<file path="src/rtl/valu_sequencer.sv">
// Per-lane ALU sequencer: pops operand words, drives the combinational valu, buffers
// results in a small FIFO and issues VRF write-backs plus a completion pulse.

package valu_sequencer_pkg;
    typedef enum logic [2:0] {
        VADD   = 3'd0,
        VSUB   = 3'd1,
        VAND   = 3'd2,
        VOR    = 3'd3,
        VXOR   = 3'd4,
        VMERGE = 3'd5
    } vop_e;

    typedef enum logic [1:0] {
        EW8  = 2'd0,
        EW16 = 2'd1,
        EW32 = 2'd2,
        EW64 = 2'd3
    } vew_e;

    typedef logic [63:0] vrf_data_t;
endpackage

// state | meaning
// IDLE  | waiting for an instruction, insn_ready_o high
// EXEC  | firing one operand pair per cycle into the result FIFO
// DRAIN | all words fired; waiting for FIFO empty, then one-cycle done pulse
module valu_sequencer
    import valu_sequencer_pkg::*;
#(
    parameter int CntWidth     = 8,
    parameter int VrfAddrWidth = 5,
    parameter int IdWidth      = 3,
    parameter int ResBufDepth  = 2
) (
    input  logic                    clk_i,
    input  logic                    rst_ni,
    input  logic                    insn_valid_i,
    output logic                    insn_ready_o,
    input  vop_e                    insn_op_i,
    input  vew_e                    insn_vew_i,
    input  logic [VrfAddrWidth-1:0] insn_vd_i,
    input  logic [CntWidth-1:0]     insn_words_i,
    input  logic [IdWidth-1:0]      insn_id_i,
    input  logic [1:0]              opnd_valid_i,
    output logic [1:0]              opnd_ready_o,
    input  vrf_data_t               opnd_data_i [2],
    output vrf_data_t               valu_operand_o [2],
    output vew_e                    valu_vew_o,
    output vop_e                    valu_op_o,
    input  vrf_data_t               valu_result_i,
    output logic                    wb_valid_o,
    input  logic                    wb_ready_i,
    output logic [VrfAddrWidth-1:0] wb_addr_o,
    output vrf_data_t               wb_data_o,
    output logic                    done_valid_o,
    output logic [IdWidth-1:0]      done_id_o
);

    localparam int PtrW    = (ResBufDepth > 1) ? $clog2(ResBufDepth) : 1;
    localparam int CntBits = PtrW + 1;

    typedef enum logic [1:0] {
        S_IDLE  = 2'd0,
        S_EXEC  = 2'd1,
        S_DRAIN = 2'd2
    } state_e;

    state_e                  state_q, state_d;
    vop_e                    op_q;
    vew_e                    vew_q;
    logic [VrfAddrWidth-1:0] addr_q;
    logic [CntWidth-1:0]     rem_q;
    logic [IdWidth-1:0]      id_q;
    logic                    done_q, done_d;

    logic [VrfAddrWidth-1:0] fifo_addr [ResBufDepth];
    vrf_data_t               fifo_data [ResBufDepth];
    logic [PtrW-1:0]         wr_ptr_q, rd_ptr_q;
    logic [CntBits-1:0]      cnt_q;

    logic fifo_empty, fifo_full;
    logic need_vs2, opnd_ok, accept, fire, pop;

    assign fifo_empty = (cnt_q == '0);
    assign fifo_full  = (cnt_q == CntBits'(ResBufDepth));

    assign need_vs2 = (op_q != VMERGE);
    assign opnd_ok  = opnd_valid_i[0] & (opnd_valid_i[1] | ~need_vs2);
    assign fire     = (state_q == S_EXEC) & opnd_ok & ~fifo_full;
    assign pop      = ~fifo_empty & wb_ready_i;

    assign insn_ready_o = (state_q == S_IDLE);
    assign accept       = insn_valid_i & insn_ready_o;
    assign opnd_ready_o = {fire & need_vs2, fire};

    assign valu_operand_o[0] = opnd_data_i[0];
    assign valu_operand_o[1] = opnd_data_i[1];
    assign valu_op_o         = op_q;
    assign valu_vew_o        = vew_q;

    assign wb_valid_o   = ~fifo_empty;
    assign wb_addr_o    = fifo_addr[rd_ptr_q];
    assign wb_data_o    = fifo_data[rd_ptr_q];
    assign done_valid_o = done_q;
    assign done_id_o    = id_q;

    // The done pulse is registered and DRAIN is held through it, so the next
    // instruction is only accepted in the cycle after the pulse.
    always_comb begin
        state_d = state_q;
        done_d  = 1'b0;
        case (state_q)
            S_IDLE: begin
                if (accept) begin
                    state_d = (insn_words_i == '0) ? S_DRAIN : S_EXEC;
                end
            end
            S_EXEC: begin
                if (fire && rem_q == CntWidth'(1)) begin
                    state_d = S_DRAIN;
                end
            end
            S_DRAIN: begin
                if (done_q) begin
                    state_d = S_IDLE;
                end else if (fifo_empty) begin
                    done_d = 1'b1;
                end
            end
            default: state_d = S_IDLE;
        endcase
    end

    always_ff @(posedge clk_i or negedge rst_ni) begin
        if (!rst_ni) begin
            state_q <= S_IDLE;
            done_q  <= 1'b0;
            op_q    <= VADD;
            vew_q   <= EW8;
            addr_q  <= '0;
            rem_q   <= '0;
            id_q    <= '0;
        end else begin
            state_q <= state_d;
            done_q  <= done_d;
            if (accept) begin
                op_q   <= insn_op_i;
                vew_q  <= insn_vew_i;
                addr_q <= insn_vd_i;
                rem_q  <= insn_words_i;
                id_q   <= insn_id_i;
            end else if (fire) begin
                addr_q <= addr_q + 1'b1;
                rem_q  <= rem_q - 1'b1;
            end
        end
    end

    always_ff @(posedge clk_i or negedge rst_ni) begin
        if (!rst_ni) begin
            wr_ptr_q <= '0;
            rd_ptr_q <= '0;
            cnt_q    <= '0;
        end else begin
            if (fire) begin
                wr_ptr_q <= (wr_ptr_q == PtrW'(ResBufDepth - 1)) ? '0 : wr_ptr_q + 1'b1;
            end
            if (pop) begin
                rd_ptr_q <= (rd_ptr_q == PtrW'(ResBufDepth - 1)) ? '0 : rd_ptr_q + 1'b1;
            end
            case ({fire, pop})
                2'b10:   cnt_q <= cnt_q + 1'b1;
                2'b01:   cnt_q <= cnt_q - 1'b1;
                default: cnt_q <= cnt_q;
            endcase
        end
    end

    // Storage needs no reset: entries are only visible once counted in cnt_q.
    always_ff @(posedge clk_i) begin
        if (fire) begin
            fifo_addr[wr_ptr_q] <= addr_q;
            fifo_data[wr_ptr_q] <= valu_result_i;
        end
    end

endmodule

</file>
<file path="config.mk">
export PLATFORM = sky130hd
export DESIGN_NAME = valu_sequencer
export DESIGN_NICKNAME = d
export VERILOG_FILES = /design/src/rtl/valu_sequencer.sv
export SDC_FILE = /design/constraint.sdc
export NUM_CORES = 1
export LEC_CHECK = 0
export BUFFER_PORTS_ARGS = -buffer_cell sky130_fd_sc_hd__buf_2
export CORE_AREA = 2 2 168 170
export CTS_BUF_LIST = sky130_fd_sc_hd__clkbuf_4
export DETAILED_ROUTE_END_ITERATION = 10
export DIE_AREA = 0 0 170 172
export PLACE_DENSITY_LB_ADDON = 0.12
export REMOVE_ABC_BUFFERS = 1
export SLEW_MARGIN = 20
export SYNTH_ARGS = -nofsm -noshare
export SYNTH_HDL_FRONTEND = slang
export SYNTH_SLANG_ARGS = --single-unit
</file>
<file path="constraint.sdc">
create_clock -name clk_i -period 10.1 [get_ports clk_i]
set_input_delay 1.515 -clock clk_i [delete_from_list [all_inputs] [get_ports clk_i]]
set_output_delay 1.515 -clock clk_i [all_outputs]
set_load 0.005 [all_outputs]
</file>
# Word-level counts from Yosys, hierarchy flattened
# Memory sizes are Yosys's and may differ from the RTL's.
# Index checks and enable logic that the tools add are counted.
# op_classes
add_sub_neg	6
eq_ne	10
muxes	17
bitwise	10
reduce_logical	7
# ops
op	n
8-bit two-way mux	2
5-bit two-way mux	2
8-bit by 1-bit equality test with 1-bit output (second input constant)	1
8-bit logical NOT	1
2-bit two-way mux	4
8-bit by 1-bit subtractor with 8-bit output (second input constant)	1
1-bit two-way mux	7
1-bit bitwise AND	6
2-bit equality test (second input constant)	3
2-bit one-hot mux with 3 select lines	1
5-bit by 1-bit adder with 5-bit output (second input constant)	1
2-bit by 1-bit equality test with 1-bit output (second input constant)	2
2-bit logical NOT	2
2-bit by 1-bit inequality test with 1-bit output (second input constant)	2
2-bit one-hot mux with 2 select lines	1
2-bit nonzero test	2
3-bit inequality test (second input constant)	1
1-bit NOT	3
3-bit AND reduction	1
1-bit adder (second input constant)	2
2-bit by 1-bit adder with 2-bit output (second input constant)	1
2-bit inequality test (second input constant)	1
2-bit by 1-bit subtractor with 2-bit output (second input constant)	1
1-bit logical AND	1
1-bit bitwise OR	1
# totals
ff_bits	28
mem_bits_rw	138
in_bits	219
out_inout_bits	210
word_cells	62
mem_count	2
# memory_table
memory	words	word_bits	rd	rd_ports_with_merged_regs	wr	line	source
fifo_data	2	64	1	0	1	78	vrf_data_t fifo_data [ResBufDepth];
fifo_addr	2	5	1	0	1	77	logic [VrfAddrWidth-1:0] fifo_addr [ResBufDepth];

# Logic depth before layout (Yosys ltp)
# depth
depth_word	9
ltp_mapped	8
depth_no_buf	6

# Worst setup path after synthesis
# Ideal clock, no wire load.
# synth_path
path_type	in2reg
startpoint	in opnd_valid_i[0]
endpoint	mem fifo_addr[0][0] (enable)
arrival_ns	4.921
slack_ns	4.683
stages	4
path_buffers	1
cell_sequence	and3b_1 > o221ai_4 > buf_2 > nor2_1
# synth_between
elab_chain_len	5
# synth_rtl
item	line	source
start, declared	45	input logic [1:0] opnd_valid_i,
1-bit bitwise AND	89	assign opnd_ok = opnd_valid_i[0] & (opnd_valid_i[1] | ~need_vs2);
1-bit bitwise AND (2 in series)	90	assign fire = (state_q == S_EXEC) & opnd_ok & ~fifo_full;
1-bit two-way mux	182	if (fire) begin
1-bit two-way mux (not written as such)	183	fifo_addr[wr_ptr_q] <= addr_q;
end, declared	77	
# No other way between the ends.

# Final worst setup path
# layout_path
startpoint	in opnd_valid_i[1]
endpoint	out opnd_ready_o[0]
# layout_between
elab_chain_len	4
# layout_rtl
item	line	source
1-bit bitwise OR	89	
1-bit bitwise AND	89	
1-bit bitwise AND (2 in series)	90	
end, declared	46	output logic [1:0] opnd_ready_o,
# No other way between the ends.

==> qor.csv <==
metric,value,unit
grt_pass1_wl,47300,um
yosysSeqAreaShare,65.8,%
root_buffer,clkbuf_4,
slew_headroom,28.4,%
clk_pin_slew,0.16,ns
finalMaxSlewViolations,0,
grt_antenna_before_repair,3,
fmax,0.247,GHz
r2r_start,state_q[1],
cts_hold_buf,0,
gp_congestion,0.821,
clkLatencyLatePin,0.56,ns
drc_errors,0,
worst-r2r-cell-count,5,
cp-end-kind,output pin,
gr-total-overflow,0,
routedWlPerCell,42.1,um
drt-vias-per-instance,4.72,
clock_path_buffers,2,
totalWireLength,38100,um
hold_depth,2,
drv_cap,0,
ys_ff_latch,166,
die_w,170,um
cp-start-kind,input port,
crit_type,input port to output pin,
core,0.0275,sq mm
ff_latch_area,0.00485,sq mm
critPathMaxFanout,17,
synth_top_area_share,56.3,%
fin_util,29.0,%
clock_sinks,166,
p_per_area,238,mW/mm^2
cp.required,8.59,ns
grt_pass1_vias,4361,
die_h,172,um
fin_skew,0.0269,ns
area_growth,8.36,%
multi_input_area,0.00147,sq mm
start_util,26.8,%
vdd_drop_max,0.114,mV
io_buffers,172,
hold_path_class,flip-flop to flip-flop,
cts_tree,built,
final.fill_count,2840,
async_flop_share,16.9,%
dieArea,0.0292,sq mm
synthFlopType,edfxtp_1,
htree_num_levels,4,
rows,61,
synth_cell_types,44,
cts_buffers,17,
track_usage,26.0,%
synth_area_per_cell,14.9,sq um
reg2reg_to,fifo_data[1][35],
post-route-min-period,4.06,ns
drtAntennaViolNets,0,
timing.final.crit_share,40.2,%
synth_most_common_cell,edfxtp_1,
ys_warn_count,0,
fin_nets,767,
dp_hpwl,31300,um
drive_above_1_share,51.2,%
synth.area.top_cells,"edfxtp_1 56%, buf_4 13%, mux2_2 11%, dfrtp_1 9.5%, nand2_1 1.4%",
min_from,valu_vew_o[1],
synth-edff-count,138,
holdPathEnd,valu_vew_o[1],
post_cts_resized,0,
grt_max_degree,71,
fin_tns_setup,0,ns
hold_viol_final,0,
finalSetupViolations,0,
yosysTopAreaCell,edfxtp_1,
tightest_slew,1.07,ns
drt_iter0_drc,245,
synth_cells,494,
post_cts_buffers,0,
crit_arrival,2.54,ns
firstDrtPassIters,6,
rrSetupSlack,7.67,ns
syn_area,0.00736,sq mm
yosys-top-cells-count,"138 x edfxtp_1, 129 x buf_4, 70 x mux2_2",
num_vias,4263,
rsz0062_at_grt,no,
status,finished clean,
ios,429,
p_leak,3.03,nW
-- per-layer routing --
layer / part of all wire (%) / track usage, % / up-vias / wire [um]
li1: - / - / 1762 / -
met1: 30 / 23.0 / 1996 / 11600
met2: 40 / 35.7 / 464 / 15100
met3: 28 / 33.8 / 31 / 10800
met4: 0.97 / 4.38 / 10 / 370
met5: 0.80 / 9.39 / - / 305
-- stage by stage --
step                      setup WS [ns]  hold slack (ns)  power, mW  instance area (sq um)  cells
after global routing               5.95            0.542       2.02                   7970    903
after CTS                          6.03            0.501       1.93                   7950    902
after detailed placement           6.03            0.461       1.50                   7650    870
after floorplan                    4.77            0.460       1.25                   6330    350
final                              6.04            0.501       1.90                   7980    904
after global placement             6.04            0.459       1.49                   7650    870
-- cell type report --
cell class | instances | share of cell area (%)
clock inverters | 14 | 2.04
repair buffers | 175 | 11.3
inverters | 6 | 0.282
diodes | 1 | 0.0314
flip-flops and latches | 166 | 60.8
clock buffers | 18 | 1.69
well taps | 346 | 5.43
multi-input cells | 178 | 18.4
-- worst max path at each step --
stage	end	cells past startpoint	slack (ns)	from
after detailed placement	opnd_ready_o[0]	4	6.03	opnd_valid_i[1]
after CTS	opnd_ready_o[0]	4	6.03	opnd_valid_i[1]
after global routing	opnd_ready_o[0]	4	5.95	opnd_valid_i[1]
after global placement	opnd_ready_o[0]	4	6.04	opnd_valid_i[1]
after floorplan	fifo_addr[0][0]	3	4.77	opnd_valid_i[0]
final	opnd_ready_o[0]	4	6.04	opnd_valid_i[1]
-- registers in the layout, summed over array words and instances, names as in the netlist --
signal,count
addr_q,5
cnt_q,2
done_id_o,3
done_valid_o,1
fifo_addr,10
fifo_data,128
rd_ptr_q,1
rem_q,8
state_q,2
valu_op_o,3
valu_vew_o,2
wr_ptr_q,1
-- placed cells by master (no fill, tap or decap), types with 3 or more instances in the layout --
| cell type | n |
|---|---|
| buf_2 | 172 |
| edfxtp_1 | 138 |
| mux2_2 | 70 |
| nand2_1 | 27 |
| dfrtp_1 | 27 |
| clkbuf_4 | 18 |
| nor2_1 | 15 |
| inv_6 | 6 |
| inv_1 | 5 |
| nor3_1 | 5 |
| a221o_1 | 5 |
| a21oi_1 | 4 |
| a31oi_1 | 4 |
| xnor2_1 | 4 |
| ha_1 | 4 |
| and3b_1 | 3 |
| nand3_1 | 3 |
| o21ai_0 | 3 |
-- report_power, final --
group	switching [mW]	internal [mW]	total, mW
Sequential	0.123	0.846	0.969
Combinational	0.236	0.269	0.505
Clock	0.263	0.158	0.422
-- critical path, cell delays in order --
cell and delay (ns):
buf_2 0.12, o221ai_4 0.45, inv_2 0.25, buf_2 0.20
-- logic make-up after synthesis --
| group | after synthesis | share of synthesized area [%] |
|---|---|---|
| flip-flops | 166 | 65.8 |
| XOR/XNOR | 5 | 0.595 |
| AO/OA/AOI/OAI | 25 | 2.77 |
| multiplexers | 71 | 10.9 |
| buffers and inverters | 150 | 14.4 |
| AND/OR/NAND/NOR | 73 | 4.91 |
| adder cells (fa/ha/maj) | 4 | 0.680 |
Power figures use the tool's default switching activity.
